## src/rtl/skewed_input_buffer.sv

```systemverilog
// rtl/skewed_input_buffer.sv - multi-lane vector FIFO feeding the array west edge as a diagonal wavefront
// Optional feature macro: INBUF_SKEW_EN (lane k delayed k extra cycles); undefined, all lanes emerge together.
module skewed_input_buffer #(
  parameter int DATA_WIDTH = 8,
  parameter int ADDR_WIDTH = 2,
  parameter int LANES      = 4
) (
  input  logic                          i_clk,
  input  logic                          i_rst,
  input  logic                          i_wr,
  input  logic [LANES*DATA_WIDTH-1:0]   i_wr_data,
  input  logic                          i_rd,
  output logic [LANES*DATA_WIDTH-1:0]   o_data,
  output logic [LANES-1:0]              o_valid,
  output logic                          o_full,
  output logic                          o_empty,
  output logic [ADDR_WIDTH:0]           o_count,
  output logic                          o_ovf,
  output logic                          o_udf
);

  localparam int DEPTH = 2 ** ADDR_WIDTH;
  localparam int VW    = LANES * DATA_WIDTH;
  localparam logic [ADDR_WIDTH:0]   CNT_ONE  = (ADDR_WIDTH + 1)'(1);
  localparam logic [ADDR_WIDTH:0]   CNT_FULL = (ADDR_WIDTH + 1)'(DEPTH);
  localparam logic [ADDR_WIDTH-1:0] PTR_ONE  = ADDR_WIDTH'(1);

  logic [VW-1:0]         mem_q [DEPTH];
  logic [ADDR_WIDTH-1:0] wr_ptr_q, wr_ptr_d;
  logic [ADDR_WIDTH-1:0] rd_ptr_q, rd_ptr_d;
  logic [ADDR_WIDTH:0]   count_q, count_d;
  logic                  ovf_q, ovf_d;
  logic                  udf_q, udf_d;
  logic                  full, empty, rd_acc, wr_acc;
  logic [VW-1:0]         rd_vec;

  // A full buffer still takes a push when a pop frees a slot in the same cycle.
  always_comb begin
    full     = (count_q == CNT_FULL);
    empty    = (count_q == '0);
    rd_acc   = i_rd && !empty;
    wr_acc   = i_wr && (!full || rd_acc);
    rd_vec   = mem_q[rd_ptr_q];
    wr_ptr_d = wr_ptr_q;
    rd_ptr_d = rd_ptr_q;
    count_d  = count_q;
    ovf_d    = ovf_q || (i_wr && !wr_acc);
    udf_d    = udf_q || (i_rd && !rd_acc);
    if (wr_acc) wr_ptr_d = wr_ptr_q + PTR_ONE;
    if (rd_acc) rd_ptr_d = rd_ptr_q + PTR_ONE;
    if (wr_acc && !rd_acc)      count_d = count_q + CNT_ONE;
    else if (rd_acc && !wr_acc) count_d = count_q - CNT_ONE;
  end

  always_ff @(posedge i_clk) begin
    if (i_rst) begin
      wr_ptr_q <= '0;
      rd_ptr_q <= '0;
      count_q  <= '0;
      ovf_q    <= 1'b0;
      udf_q    <= 1'b0;
    end else begin
      wr_ptr_q <= wr_ptr_d;
      rd_ptr_q <= rd_ptr_d;
      count_q  <= count_d;
      ovf_q    <= ovf_d;
      udf_q    <= udf_d;
    end
  end

  // Storage is deliberately not cleared by reset.
  always_ff @(posedge i_clk) begin
    if (!i_rst && wr_acc) mem_q[wr_ptr_q] <= i_wr_data;
  end

  for (genvar k = 0; k < LANES; k++) begin : g_lane
`ifdef INBUF_SKEW_EN
    localparam int STAGES = k + 1;
`else
    localparam int STAGES = 1;
`endif
    logic [DATA_WIDTH-1:0] dat_q [STAGES];
    logic [DATA_WIDTH-1:0] dat_d [STAGES];
    logic [STAGES-1:0]     vld_q, vld_d;

    // Zeros enter the line whenever no pop is accepted, so idle slots carry zero data.
    always_comb begin
      dat_d[0] = rd_acc ? rd_vec[k*DATA_WIDTH +: DATA_WIDTH] : '0;
      vld_d    = '0;
      vld_d[0] = rd_acc;
      for (int j = 1; j < STAGES; j++) begin
        dat_d[j] = dat_q[j-1];
        vld_d[j] = vld_q[j-1];
      end
    end

    always_ff @(posedge i_clk) begin
      if (i_rst) begin
        vld_q <= '0;
        for (int j = 0; j < STAGES; j++) dat_q[j] <= '0;
      end else begin
        vld_q <= vld_d;
        for (int j = 0; j < STAGES; j++) dat_q[j] <= dat_d[j];
      end
    end

    assign o_data[k*DATA_WIDTH +: DATA_WIDTH] = dat_q[STAGES-1];
    assign o_valid[k]                         = vld_q[STAGES-1];
  end

  assign o_full  = full;
  assign o_empty = empty;
  assign o_count = count_q;
  assign o_ovf   = ovf_q;
  assign o_udf   = udf_q;

endmodule
```

## config.mk

```make
export PLATFORM = sky130hd
export DESIGN_NAME = skewed_input_buffer
export DESIGN_NICKNAME = d
export VERILOG_FILES = /design/src/rtl/skewed_input_buffer.sv
export SDC_FILE = /design/constraint.sdc
export NUM_CORES = 1
export LEC_CHECK = 0
export ABC_AREA = 1
export CAP_MARGIN = 15
export CORE_AREA = 8 8 116 118
export CTS_CLUSTER_SIZE = 40
export DETAILED_ROUTE_END_ITERATION = 8
export DIE_AREA = 0 0 124 126
export PLACE_DENSITY = 0.83
export SLEW_MARGIN = 10
export SYNTH_ARGS = -nofsm -noshare
export SYNTH_HDL_FRONTEND = slang
export SYNTH_SLANG_ARGS = --single-unit
export TNS_END_PERCENT = 5
```

## constraint.sdc

```tcl
create_clock -name i_clk -period 4.58 [get_ports i_clk]
set_clock_uncertainty 0.2 [all_clocks]
set_input_delay 0.458 -clock i_clk [delete_from_list [all_inputs] [get_ports i_clk]]
set_output_delay 0.458 -clock i_clk [all_outputs]
set_load 0.05 [all_outputs]
```

==> results of run 1 <==
==> sequential cells by signal, summed over array words and instances (netlist names), named ones only <==
register and cells:
o_ovf 1, rd_ptr_q 2, o_count 3, g_lane.dat_q 32
mem_q 128, wr_ptr_q 2, o_udf 1, g_lane.vld_q 1
==> power groups by stage <==
| stage | sequential [mW] | combinational [mW] | clock [mW] |
|---|---|---|---|
| after floorplan | 2.13 | 0.551 | 0 |
| after global placement | 1.93 | 0.990 | 0 |
| after detailed placement | 1.94 | 1.03 | 0 |
| after CTS | 1.91 | 1.04 | 1.38 |
| after global routing | 1.92 | 1.12 | 1.44 |
| final | 1.91 | 1.03 | 1.37 |
==> cell type report <==
class	instances	area [um2]
Tap cell	147	184
Clock inverter	14	134
Fill cell	846	4040
Timing Repair Buffer	79	788
Inverter	21	78.8
Multi-Input combinational cell	276	1330
Clock buffer	18	429
Sequential cell	172	4730
==> worst max path at each step <==
stage / startpoint / end / cells past startpoint
2_1_floorplan: o_count[1] / mem_q[0][0] / 6
3_3_place_gp: i_rd / mem_q[3][8] / 7
3_5_place_dp: i_rd / mem_q[1][8] / 7
4_1_cts: o_count[1] / o_empty / 4
5_1_grt: i_rd / mem_q[1][24] / 7
6_report: i_rd / mem_q[1][15] / 7
==> cell usage after synthesis (all sizes together) <==
cell	instances
nor2	141
edfxtp	128
o21ai	65
dfxtp	44
a21oi	38
inv	21
buf	20
nand2	15
clkbuf	7
nand3	7
ha	5
fa	1
nand4	1
nor3	1
o21a	1
xor2	1
==> through the flow <==
| step | power [mW] | utilization, % | instance area [um2] |
|---|---|---|---|
| after global routing | 4.48 | 65.5 | 7670 |
| after global placement | 2.92 | 60.7 | 7100 |
| final | 4.30 | 65.5 | 7670 |
| after floorplan | 2.68 | - | 6280 |
| after CTS | 4.32 | 65.5 | 7670 |
| after detailed placement | 2.97 | 60.7 | 7100 |
==> critical path: stages <==
cell and delay (ps):
clkdlybuf4s50_1 570, inv_1 110, nand3_1 170, nand2_1 70, inv_1 70, nand2_1 220, nor2_4 870
==> routing by layer <==
metal	vias up	wire, um
li1	1856	-
met1	1886	4940
met2	136	6560
met3	16	997
met4	0	184
met5	-	0
==> logic make-up after synthesis <==
| logic type | Yosys count | synth area share, % |
|---|---|---|
| and+or+nand+nor | 165 | 10.9 |
| buffers and inverters | 48 | 4.12 |
| xor gates and xnor gates | 1 | 0.139 |
| adders and majority gates | 6 | 1.32 |
| DFF | 172 | 75.2 |
| AOI/OAI and AO/OA | 104 | 8.33 |
==> impl_metrics.ini, run 1 <==
[worst_setup_path]
cp.arrival_ps = 2550
reg2reg_slack_ps = 2040
start_kind = primary input
end_kind = flop
r2r-end = g_lane[0].dat_q[0][5]
cp_max_fo = 32
path_class = in -> reg
ff2ff_path_depth = 4
cp_data_required_time_ps = 4430

[power_and_ir_drop]
p_comb_share_pct = 24.0
switchingPower_mw = 1.41
clockPowerShare_pct = 31.7
powerDensity_nw_per_um2 = 561
irDropWorstVdd_mv = 0.376
p_leak_nw = 2.67
seq_power_share_pct = 44.3
swShare_pct = 32.8
p_int_mw = 2.89

[timing]
fin_crit_ps = 2700
rsz0062_at_grt = false
setup_violations = 0
worstMarginPinSlew_ps = 1120
layout_setup_ws_ps = 1880
fin_crit_sh_pct = 59.1
whs_ps = 259
slew_headroom_pct = 25.0
fin_tns_setup_ps = 0
final_max_slew_viol_count = 0
fmax_ghz = 0.370
finalHoldViolCount = 0

[grt]
grt_util_met2_pct = 29.1
grtUsageTotal_pct = 17.0
grt_overflow_total = 0
busiest_layer = met2
grt_max_degree = 65
grt_pass1_vias = 3961
use_met3_pct = 6.30
grt_use_met1_pct = 18.6
antenna_found_initial = 0
grt_pass1_wl_mm = 20.0

[logic_synthesis]
ys_seq_elements = 172
syn_avg_cell_area_um2 = 12.7
synth_warnings = 0
synth_cell_types = 23
syn_nets = 538
ys_seq_area_share_pct = 75.2
synth.area.top_cells = edfxtp_1 (61%), dfxtp_1 (14%), nor2_1 (7.4%), o21ai_1 (3.4%), a21oi_1 (3.0%)
synthDominantCellAreaShare_pct = 61.2
syn-cell-area_um2 = 6280
synth_top_area_cell = edfxtp_1
postSynthCellCount = 496

[floorplan]
start_util_pct = 53.6
die_w_um = 124
die_y_um = 126
rows = 40
io_pins = 79
die_area_um2 = 15600
core_area_um2 = 11700

[clocking]
holdBufCountCts = 0
cts_made_buffers = 17
clockBufferDepth = 2
clk_pin_slew_worst_paths_ps = 60
clockRootBuffer = clkbuf_16
htree_levels = 4
cts_tree = built
clock_sinks = 172
clk_latency_ps = 430
cts_setup_buffers = 0
cts_resized = 0

[hold_path]
worstHoldPathType = reg -> reg
hold_end = o_ovf
hold_start = o_ovf
holdPathStages = 2

[run_status]
run_status = complete, no violations

[place]
routabilityCongestion = 0.802
place_hpwl_mm = 7.60
dp_cells = 695
place_ws_ps = 1430
portBuffers = 78

[finish]
drive_above_1_share_pct = 9.83
final_cell_mix = edfxtp_1 (128), nor2_1 (120), clkdlybuf4s50_1 (78)
stdcell_count = 727
finalNetCount = 609
layout_commonest_cell = edfxtp_1
antenna_cells = 0
area_delta_synth_final_pct = 22.1

[job]
max_cap_viol_count = 0

[route]
drt_iter0_markers = 289
dr.pass1.iters = 5
wirelength_mm = 12.7
routedWlPerCell_um = 17.4
ant_nets = 0
routed_via_density = 5.36
via_count = 3894
drc_errors = 0
Note: power is estimated with default switching activity, not from simulation.
==> inputs of run 2 (changes only) <==
Settings changed: CORE_AREA 8 8 116 118 to 8 8 123 125, DIE_AREA 0 0 124 126 to 0 0 131 133, PLACE_DENSITY 0.83 to 0.78.
Clock period 4.58 ns to 2.4 ns, I/O delays scaled along.
==> run 2 against run 1 <==
Combinational power increased by 100%. Power increased by 93%. Worst setup slack got worse by 1700 ps. Clock-buffer cell count decreased by 1. Cell area increased by 2.9%. Die area increased by 12%. Flip-flop and latch count unchanged. Critical path depth decreased by 6. Register-to-register slack got worse by 1700 ps. Critical path type is now reg -> out. Critical endpoint is now o_count[0]. Largest cell class unchanged.
==> impl_metrics.ini, run 2 (synthesis results as in run 1) <==
[clocking]
clockBufferDepth = 2
cts_setup_buffers = 0
clock_sinks = 172
clockRootBuffer = clkbuf_16
cts_tree = built
clk_latency_ps = 430
clk_pin_slew_worst_paths_ps = 70
cts_made_buffers = 17
htree_levels = 4

[power_and_ir_drop]
p_leak_nw = 2.78
power_mw = 8.31
seq_power_share_pct = 43.2
powerDensity_nw_per_um2 = 1050
irDropWorstVdd_mv = 0.647
p_comb_share_pct = 24.8
clockPowerShare_pct = 32.0
swShare_pct = 32.8
switchingPower_mw = 2.73
p_int_mw = 5.58

[worst_setup_path]
end_kind = primary output
cp_max_fo = 5
reg2reg_from = o_count[1]
cp_data_required_time_ps = 1960
startpoint = o_count[0]
critical-path-max-stage-delay_ps = 860
reg2reg_slack_ps = 310
cp.arrival_ps = 1760
start_kind = flop
path_delay_family = buffers and inverters
path_class = reg -> out
crit_chain = clkdlybuf4s50_1
cp_slowest_cell = clkdlybuf4s50_1
critPathBufInv = 1

[floorplan]
core_area_um2 = 13100
rows = 42
die_area_um2 = 17400
start_util_pct = 48.0
die_y_um = 133
io_pins = 79
die_w_um = 131

[route]
dr.pass1.iters = 5
drc_errors = 0
routedWlPerCell_um = 16.5
ant_nets = 0
drt_iter0_markers = 366
via_count = 3932
routed_via_density = 5.11
wirelength_mm = 12.7

[timing]
final_max_slew_viol_count = 0
finalHoldViolCount = 0
rsz0062_at_grt = false
fmax_ghz = 0.455
fin_crit_ps = 2200
setup_violations = 0
worstMarginPinSlew_ps = 661
slew_headroom_pct = 55.9
whs_ps = 242
fin_crit_sh_pct = 91.6

[finish]
top_register = mem_q
seq_area_um2 = 4730
antenna_cells = 0
nFillCells = 987
final_cell_mix = edfxtp_1 (128), nor2_1 (120), clkdlybuf4s50_1 (76)
multiInputGateArea_um2 = 1330
layout_commonest_cell = edfxtp_1
finalNetCount = 623
finish.utilization_pct = 60.3
design_area_um2 = 7890
area_delta_synth_final_pct = 25.6
drive_above_1_share_pct = 12.3
largest_reg_flops = 128

[place]
routabilityCongestion = 0.862
place_hpwl_mm = 7.86
portBuffers = 78
dpl_cell_area_um2 = 7310

[grt]
grt_pass1_wl_mm = 20.4
grt_max_degree = 45
grt_pass1_vias = 4050
grt_overflow_total = 0
grtUsageTotal_pct = 15.3
antenna_found_initial = 0

[job]
max_cap_viol_count = 0

[hold_path]
worstHoldPathType = in -> reg
hold_start = i_wr_data[31]

[run_status]
run_status = complete, no violations
## run 2: power by group through the flow
| stage | clock network (mW) | logic, mW | registers (mW) |
|---|---|---|---|
| after global routing | 2.80 | 2.24 | 3.62 |
| after floorplan | 0 | 1.05 | 4.06 |
| final | 2.66 | 2.06 | 3.59 |
| after global placement | 0 | 2.02 | 3.64 |
| after CTS | 2.69 | 2.08 | 3.59 |
| after detailed placement | 0 | 2.07 | 3.66 |
## run 2: path summary, 6_finish.rpt
path,end,depth (start not counted)
setup reg to reg,o_count[2],12
setup / recovery,o_count[0],1
hold reg to reg,o_ovf,2
hold / removal,mem_q[2][31],1
## run 2: metrics by stage
step | setup TNS [ps] | setup slack [ps] | cells
after floorplan | -37550 | -293 | 496
after global placement | 0 | 144 | 738
after detailed placement | 0 | 126 | 738
after CTS | 0 | 14.4 | 770
after global routing | 0 | 122 | 770
final | 0 | 202 | 770
## run 2: timing repair
item	4_1_cts	5_1_grt
pin swaps	0	0
endpoints found under the hold margin	0	0
hold buffers	0	0
gates cloned	0	0
setup endpoints to repair	1	1
resized for setup	1	1
## run 2: routing by layer
metal / up-vias / track usage [%] / wire length (um) / part of all wire, %
met2: 108 / 25.2 / 6480 / 51
met1: 1923 / 18.5 / 5310 / 42
met5: - / 0 / 0 / 0
met3: 14 / 4.74 / 806 / 6.3
li1: 1887 / - / - / -
met4: 0 / 5.42 / 137 / 1.1
## run 2: area by class of cell
| cell class | instances | share of cell area, % |
|---|---|---|
| clock buffer | 17 | 5.39 |
| multi-input combinational | 276 | 16.8 |
| sequential | 172 | 59.9 |
| timing repair buffer | 93 | 12.1 |
| clock inverter | 15 | 1.97 |
| inverter | 21 | 0.999 |
| tap | 176 | 2.79 |
==> inputs of run 3 (changes only) <==
--- a/constraint.sdc
+++ b/constraint.sdc
@@ -4,2 +4,2 @@
 set_output_delay 0.24 -clock i_clk [all_outputs]
-set_load 0.05 [all_outputs]
+set_load 0.1 [all_outputs]
==> run 3 against run 2 <==
Maximum frequency is 5.5% higher. Routed wire length is 0.16% higher. Combinational power is 29% higher. Sequential power hardly changed. First-iteration DRC count is 36% lower. Sequential share of layout area is 1.0 points higher. Global-route usage is 0.067 points lower. Register-to-register slack hardly changed. Critical path depth is 9 higher. Hold slack better by 16 ps. Worst setup slack better by 110 ps. Non-clock buffer count is 1 higher. Largest cell class unchanged. Largest power group unchanged. Highest routed layer is now met5.
==> impl_metrics.ini, run 3 (synthesis results as in run 1) <==
[worst_setup_path]
cp_data_required_time_ps = 2510
start_kind = flop
startpoint = o_count[1]
cp_max_fo = 6
critical-path-max-stage-delay_ps = 380
cp_slowest_cell = dfxtp_4
path_class = reg -> reg
crit_chain = nor2_2, nand2_2, nand2_1, ha_1, inv_1, fa_1, nand2_1, nand3_1, nor2_1, nor2_1
reg2reg_slack_ps = 320
critPathBufInv = 1
path_delay_family = simple AND/OR/NAND/NOR gates
end_kind = flop
cp.arrival_ps = 2190
reg2reg_from = o_count[1]

[place]
portBuffers = 78
routabilityCongestion = 0.822
place_hpwl_mm = 8.21
dp_cells = 739

[floorplan]
rows = 42
die_w_um = 131
die_y_um = 133
start_util_pct = 48.0
core_area_um2 = 13100
io_pins = 79
die_area_um2 = 17400

[power_and_ir_drop]
p_leak_nw = 2.84
clockPowerShare_pct = 28.1
switchingPower_mw = 3.22
p_comb_share_pct = 30.6
p_int_mw = 5.46
seq_power_share_pct = 41.3
powerDensity_nw_per_um2 = 1120
swShare_pct = 37.1
irDropWorstVdd_mv = 0.978

[finish]
antenna_cells = 0
finalNetCount = 624
top_register = mem_q
layout_commonest_cell = edfxtp_1
largest_reg_flops = 128
multiInputGateArea_um2 = 1340
seq_area_um2 = 4740
nFillCells = 1024
drive_above_1_share_pct = 19.8
area_delta_synth_final_pct = 23.8
finish.utilization_pct = 59.4
final_cell_mix = edfxtp_1 (128), nor2_1 (120), buf_4 (53)
stdcell_count = 771

[clocking]
cts_made_buffers = 17
htree_levels = 4
cts_resized = 0
clk_pin_slew_worst_paths_ps = 60
cts_setup_buffers = 0
clk_latency_ps = 420
holdBufCountCts = 0
clockBufferDepth = 2
cts_tree = built
clock_sinks = 172
clockRootBuffer = clkbuf_16

[grt]
grt_pass1_wl_mm = 20.3
grtUsageTotal_pct = 15.3
grt_pass1_vias = 4092
antenna_found_initial = 1
grt_max_degree = 65
grt_overflow_total = 0

[timing]
fin_crit_sh_pct = 86.8
fin_crit_ps = 2080
final_max_slew_viol_count = 0
fmax_ghz = 0.480
worstMarginPinSlew_ps = 736
fin_tns_setup_ps = 0
setup_violations = 0
slew_headroom_pct = 51.0
rsz0062_at_grt = false
finalHoldViolCount = 0

[hold_path]
hold_start = i_wr_data[17]
worstHoldPathType = in -> reg

[job]
max_cap_viol_count = 0

[route]
drt_iter0_markers = 235
routedWlPerCell_um = 16.5
routed_via_density = 5.11
ant_nets = 0
drc_errors = 0
via_count = 3936
dr.pass1.iters = 5
wirelength_mm = 12.8

[run_status]
run_status = complete, no violations
## run 3: per-stage QoR
stage	power, mW	setup slack (ps)	instance area, um2	hold WS (ps)
finish	8.68	316	7770	258
global route	9.05	149	7770	259
CTS	8.76	304	7770	232
detailed placement	6.32	39.5	7240	254
global placement	6.24	166	7240	259
floorplan	5.74	105	6330	103
## run 3: worst paths after layout
path / to / depth (start not counted)
hold / removal: mem_q[1][17] / 1
setup / recovery: o_count[2] / 10
hold reg to reg: o_ovf / 2
setup reg to reg: o_count[2] / 10
## run 3: cell type report
type                       count  area share (%)
clock buffer                  22            5.97
inverter                      21            1.01
sequential                   172            60.9
timing repair buffer          94            11.2
clock inverter                10           0.901
multi-input combinational    276            17.2
tap                          176            2.83
## run 3: metal layers
layer  share of wire [%]  track usage [%]
met5               0.078                0
met2                  53             26.3
met1                  39             16.9
met3                 7.0             5.42
met4                0.89             5.30
## run 3: power groups by stage
stage	logic, mW	clock network, mW	registers (mW)
3_3_place_gp	2.61	0	3.64
4_1_cts	2.67	2.49	3.59
3_5_place_dp	2.67	0	3.65
2_1_floorplan	1.20	0	4.55
6_report	2.66	2.44	3.59
5_1_grt	2.83	2.60	3.61
==> edit 1, RTL diff (flow settings as in run 3) <==
Build with the macro `INBUF_SKEW_EN` defined.
--- a/src/rtl/skewed_input_buffer.sv
+++ b/src/rtl/skewed_input_buffer.sv
@@ -1,5 +1,7 @@
 // rtl/skewed_input_buffer.sv - multi-lane vector FIFO feeding the array west edge as a diagonal wavefront
 // Optional feature macro: INBUF_SKEW_EN (lane k delayed k extra cycles); undefined, all lanes emerge together.
+`define INBUF_SKEW_EN
+
 module skewed_input_buffer #(
   parameter int DATA_WIDTH = 8,
   parameter int ADDR_WIDTH = 2,
Behaviour: not the same (Yosys sat finds a counterexample within 4 cycles, from zero or initial values and one cycle with i_rst high).
==> edit 1 against run 3 <==
Sequential share of layout area grew 0.48 points. Sequential cell count is 51 higher. Worst setup slack got worse by 8.1 ps. Wire length is 14% higher. Via count increased by 21%. Power is 15% higher. Count of clock-buffer cells in the layout grew 7. Synthesized area is 24% higher. Cell area grew 21%. Critical path type unchanged. Largest power group unchanged.
==> edit 1: results (changes against run 3) <==
The hold path startpoint is i_wr_data[4]. The synthesized netlist net count is 694 (+29%). The distinct cell type count of the synthesized netlist was 27 (+17%). The worst ir drop on vdd is 0.0009299 V (-4.9%).

The post-synthesis instance area came out at 0.007785 mm^2 (+24%). The clock input transition at the sequential cells of the worst setup and hold paths came out at 60 ps (about the same). The cell area reported after detailed placement is 0.008680 mm^2 (+20%). The min-delay analysis places its worst path in the category input port to flip-flop.

The library cell occupying the most area in the post-synthesis netlist is sky130_fd_sc_hd__edfxtp_1. The initial antenna violation count is 0 (-1). The first-pass iteration count of the detailed router came to 5 (unchanged). The total of buffers placed on input and output ports is 78 (unchanged). The post-layout instance count excluding filler cells is 934 (+21%). The pin count of the biggest net entering global routing is 57 (-12%). The worst register-to-register path begins at o_count[0].

The data arrival time of the critical path came out at 2310 ps (+120 ps). The post-synthesis instance total was 652 (+31%). The largest registers in the layout are mem_q (128), g_lane.dat_q (80), g_lane.vld_q (4). The estimated wirelength of the detail-placed design is 9.228 mm (+12%). The share of the yosys chip area belonging to registers is 73.80% (-1.4 points). The mean number of vias per cell was 5.080 (-0.48%). After synthesis, the most frequently instantiated cells are sky130_fd_sc_hd__nor2_1, sky130_fd_sc_hd__edfxtp_1, sky130_fd_sc_hd__dfxtp_1.

The number of global-route vias before repair came out at 4813 (+18%). The number of synthesized flops with an enable pin is 128 (unchanged). The first-iteration detailed-routing DRC count came out at 326 (+39%).

The number of H-tree levels came out at 1 (-3). The async set-or-reset flop fraction in the synthesized netlist came to 0% (unchanged). After synthesis, the cell types taking the most area are sky130_fd_sc_hd__edfxtp_1, sky130_fd_sc_hd__dfxtp_1, sky130_fd_sc_hd__nor2_1. The number of buffers inserted by post-CTS setup repair is 0 (unchanged). The clock period minus final worst setup slack is 2092 ps (+8.094 ps). The cell total after placement came to 896 (+21%). The global-route usage over all layers came out at 17.07% (+1.8 points). The setup slack of the most critical reg-to-reg path is 310 ps. The leakage power summed over all cells is 3.517 nW (+24%). The headroom to the max-slew limit is 62.29% (+11 points). The routed wire length is 14.54 mm (+14%). The count of antenna diodes in the layout came out at 0 (unchanged). The number of nets in the finished design came out at 786 (+26%). The routability congestion estimate came out at 0.7898 (-3.9%). The critical-path maximum fanout was 6 (unchanged). The number of buffers created by CTS is 21 (+4). The critical path is of the flip-flop to flip-flop type. The run finished with clean final reports. The root buffer cell chosen for the clock tree is sky130_fd_sc_hd__clkbuf_16. The proportion of layout cells with a drive suffix above 1 is 16.49% (-3.3 points). The filler cell count is 884 (-14%). The latest clock arrival within the worst-skew pair came out at 500 ps (+80 ps). The buffer depth of the longest clock path is 3 (+1). The count of instances resized after the clock tree is built was 0 (unchanged). The global-route wire length before repair is 23.70 mm (+17%).
-- edit 1: changes by cell type after synthesis, sizes merged --
cell | run 3 | this run
buf | 20 | 23
dfxtp | 44 | 95
nor2 | 141 | 192
inv | 21 | 72
-- edit 1: repair_timing --
item                                    CTS  global route
hold buffers                              1             0
endpoints found under the setup margin    0             0
hold endpoints to repair                  5             0
-- edit 1: path summary, 6_finish.rpt --
| check | end | depth (start not counted) |
|---|---|---|
| setup / recovery | o_count[2] | 11 |
| hold reg to reg | g_lane[3].dat_q[0][13] | 2 |
| hold / removal | mem_q[1][4] | 1 |
| setup reg to reg | o_count[2] | 11 |
-- edit 1: worst max-delay path, stage by stage (launching register included) --
cell and delay (ps):
sky130_fd_sc_hd__dfxtp_4 370, sky130_fd_sc_hd__nor2_2 200, sky130_fd_sc_hd__nand2_4 100, sky130_fd_sc_hd__nand2_1 130
sky130_fd_sc_hd__ha_1 190, sky130_fd_sc_hd__inv_1 70, sky130_fd_sc_hd__fa_1 380, sky130_fd_sc_hd__nand2_1 100
sky130_fd_sc_hd__nand3_1 90, sky130_fd_sc_hd__nand2_1 70, sky130_fd_sc_hd__nand2_1 40, sky130_fd_sc_hd__nor2_1 90
-- edit 1: metrics by stage --
| stage | worst slack [ps] | hold WS [ps] |
|---|---|---|
| CTS | 305.3 | 182.3 |
| global route | 115.6 | 195.1 |
| global placement | 148.6 | 189.2 |
| detailed placement | 97.36 | 192.4 |
| finish | 308.3 | 182.0 |
| floorplan | 80.30 | 138.9 |
-- edit 1: layout make-up --
cell class / instances / area [um^2] / share of cell area [%]
Clock inverter: 8 / 70.07 / 0.7472
Tap cell: 176 / 220.2 / 2.348
Sequential cell: 223 / 5757 / 61.39
Inverter: 72 / 270.3 / 2.882
Clock buffer: 29 / 618.1 / 6.591
Multi-Input combinational cell: 327 / 1539 / 16.41
Timing Repair Buffer: 99 / 903.4 / 9.633
-- edit 1: power by group --
| group | internal, mW | leakage [nW] | total [mW] | switching [mW] |
|---|---|---|---|---|
| registers | 4.36 | 1.94 | 4.49 | 0.127 |
| clock network | 1.91 | 0.349 | 3.25 | 1.34 |
| logic | 0.582 | 1.23 | 2.22 | 1.64 |
-- edit 1: kinds of logic after synthesis --
| logic type | share of synthesized area, % |
|---|---|
| buffers and inverters | 6.959 |
| AND/OR/NAND/NOR | 10.77 |
| AO/OA/AOI/OAI | 7.297 |
| adder cells (fa/ha/maj) | 1.061 |
| flip-flops | 73.80 |
| XOR/XNOR | 0.1125 |
-- edit 1: per-layer routing --
metal | track usage [%] | up-vias | routed length (um)
met1 | 21.08 | 2245 | 5847
met2 | 29.18 | 154 | 7209
met5 | 0 | - | 0
met4 | 5.999 | 0 | 388
met3 | 3.013 | 37 | 1097
li1 | - | 2309 | -
==> edit 2, RTL diff (settings of run 3) <==
Without the edit above. Register the output `o_count` once more, with the module's reset; this adds one clock of latency there. The other outputs are not delayed to match.
--- a/src/rtl/skewed_input_buffer.sv
+++ b/src/rtl/skewed_input_buffer.sv
@@ -110,7 +110,13 @@
 
   assign o_full  = full;
   assign o_empty = empty;
-  assign o_count = count_q;
+  always_ff @(posedge i_clk) begin
+    if (i_rst) begin
+      o_count <= '0;
+    end else begin
+      o_count <= count_q;
+    end
+  end
   assign o_ovf   = ovf_q;
   assign o_udf   = udf_q;
 
Behaviour: not the same (a bounded check fails within 4 cycles, from zero or initial values and one cycle with i_rst high).
==> edit 2 against run 3 <==
Power increased by 2.1%. Clock power is 14% higher. Highest routed layer is now met4. Wire length down 1.7%. Largest cell class unchanged. Via count rose by 0.36%. Cell area grew 1.7%. Critical endpoint is now count_q[2]. Utilization increased by 1.0 points. Largest power group unchanged. Worst setup slack lost 57 ps. Synthesized area is 2.7% higher. Non-clock buffer count is 3 higher. Die area unchanged. Sequential cell count rose by 3. Critical path depth up 2.
==> edit 2: results (changes against run 3) <==
The async set-or-reset flop fraction in the synthesized netlist is 0% (unchanged). The global-route usage over all layers is 14.96% (-0.31 points). The period utilization is 89.21% (+2.4 points). The count of antenna diodes in the layout came out at 0 (unchanged). The mean number of vias per cell is 5.064 (-0.80%).

The first-iteration detailed-routing DRC count is 267 (+14%). The share of the yosys chip area belonging to registers is 74.18% (-1.1 points). The detailed-route wire length per cell is 16.07 um (-2.8%). The first-pass iteration count of the detailed router is 4 (-1). The cell total after placement is 748 (+1.2%). The global-route wire length before repair came out at 19.58 mm (-3.4%). The number of H-tree levels came to 4 (unchanged). The most critical setup path has its startpoint at count_q[0]. The total of buffers placed on input and output ports is 78 (unchanged). The delay of the slowest cell on the worst path came to 380 ps (about the same). The data arrival time of the critical path came out at 2260 ps (+70 ps). The clock input transition at the sequential cells of the worst setup and hold paths came out at approximately 70 ps. The routability congestion estimate was 0.7770 (-5.5%).

The distinct cell type count of the synthesized netlist is 24 (+4.3%). The run finished with clean final reports. The number of synthesized flops with an enable pin is 128 (unchanged). The post-synthesis instance total is 503 (+1.4%). The slowest stage of the critical path belongs to the cell sky130_fd_sc_hd__fa_1. The number of buffers inserted by post-CTS setup repair came to 0 (unchanged).

The latest clock arrival within the worst-skew pair was 420 ps (about the same). The number of nets in the finished design is 633 (+1.4%). The largest registers in the layout are mem_q (128), g_lane.dat_q (32).

The setup slack of the most critical reg-to-reg path is 260 ps (-60 ps). Ranked by instance count, the synthesized netlist is headed by sky130_fd_sc_hd__nor2_1, sky130_fd_sc_hd__edfxtp_1, sky130_fd_sc_hd__dfxtp_1. In the synthesized netlist the dominant register cell turns out to be sky130_fd_sc_hd__edfxtp_1. The total via count after detailed routing came out at 3950 (+0.36%). The transition time at the pin with the least slew margin came to 694.7 ps (-40.82 ps). The count of yosys warnings during synthesis came to 0 (unchanged). The proportion of layout cells with a drive suffix above 1 came to 18.71% (-1.1 points).

The leakage power summed over all cells came out at 2.899 nW (+2.2%). The number of global-route vias before repair came out at 3902 (-4.6%). The synthesized netlist net count came out at 545 (+1.3%). The initial antenna violation count is 0 (-1). The worst ir drop on vdd came out at 0.0006941 V (-29%). The critical-path maximum fanout came out at 6 (unchanged). The tightest min-delay check is of the input port to flip-flop type. The pre-CTS setup slack came out at 116.1 ps (+76.57 ps). Following the worst setup path forward leads to its endpoint at count_q[2]. After synthesis, the cell types taking the most area are sky130_fd_sc_hd__edfxtp_1, sky130_fd_sc_hd__dfxtp_1, sky130_fd_sc_hd__nor2_1. The estimated wirelength of the detail-placed design was 8.265 mm (+0.68%).

The worst reg-to-reg path cell count came out at 12 (+2).
[edit 2: cell count changes after synthesis, sizes merged]
cell	run 3	this run
dfxtp	44	47
a21oi	38	40
buf	20	22
clkbuf	7	6
inv	21	22
nand3	7	6
nand3b	0	1
o21ai	65	66
xor2	1	0
[edit 2: area by class of cell]
cell class	count	area, um^2
Inverter	22	82.58
Clock buffer	17	425.4
Tap cell	176	220.2
Clock inverter	15	185.2
Fill cell	1015	5175
Multi-Input combinational cell	278	1331
Timing Repair Buffer	97	878.3
Sequential cell	175	4787
[edit 2: routing by layer]
layer | wire, um | vias up | global-route usage [%] | part of all wire [%]
met1 | 5210 | 1897 | 17.59 | 42
li1 | - | 1906 | - | -
met4 | 163 | 0 | 6.318 | 1.3
met5 | 0 | - | 0 | 0
met2 | 6304 | 133 | 24.45 | 50
met3 | 856 | 14 | 4.861 | 6.8
[edit 2: worst min path at each step]
| stage | startpoint | endpoint | slack (ps) | cells after the start |
|---|---|---|---|---|
| 5_1_grt | i_wr_data[23] | mem_q[2][23] | 250 | 1 |
| 2_1_floorplan | i_wr_data[0] | mem_q[0][0] | 140 | 0 |
| 3_3_place_gp | o_ovf | o_ovf | 250 | 2 |
| 3_5_place_dp | o_ovf | o_ovf | 280 | 2 |
| 6_report | i_wr_data[23] | mem_q[2][23] | 250 | 1 |
| 4_1_cts | i_wr_data[23] | mem_q[2][23] | 230 | 1 |
[edit 2: cell families after synthesis]
kind of cell / after synthesis / share of synthesized area [%]
adders and majority gates: 6 / 1.280
AOI/OAI and AO/OA: 107 / 8.865
buffers and inverters: 50 / 5.723
DFF: 175 / 74.18
and+or+nand+nor: 165 / 9.952
[edit 2: metrics by stage]
stage | cell area [um^2] | hold WS, ps | util, %
4_1_cts | 7910 | 229.0 | 60.45
3_3_place_gp | 7300 | 251.6 | 55.79
6_report | 7910 | 246.3 | 60.45
2_1_floorplan | 6455 | 138.9 | -
3_5_place_dp | 7300 | 275.5 | 55.79
5_1_grt | 7910 | 250.2 | 60.45
[edit 2: power breakdown]
part | switching (mW) | internal, mW
Combinational | 1.90 | 0.584
Sequential | 0.104 | 3.50
Clock | 1.12 | 1.65
Total | 3.13 | 5.74
[edit 2: worst register-to-register path: cells and delay by family, from the launching register on]
| kind | cells | cell delay [ps] |
|---|---|---|
| adders and majority gates | 2 | 560 |
| DFF | 1 | 350 |
| buffers and inverters | 2 | 140 |
| and+or+nand+nor | 8 | 800 |
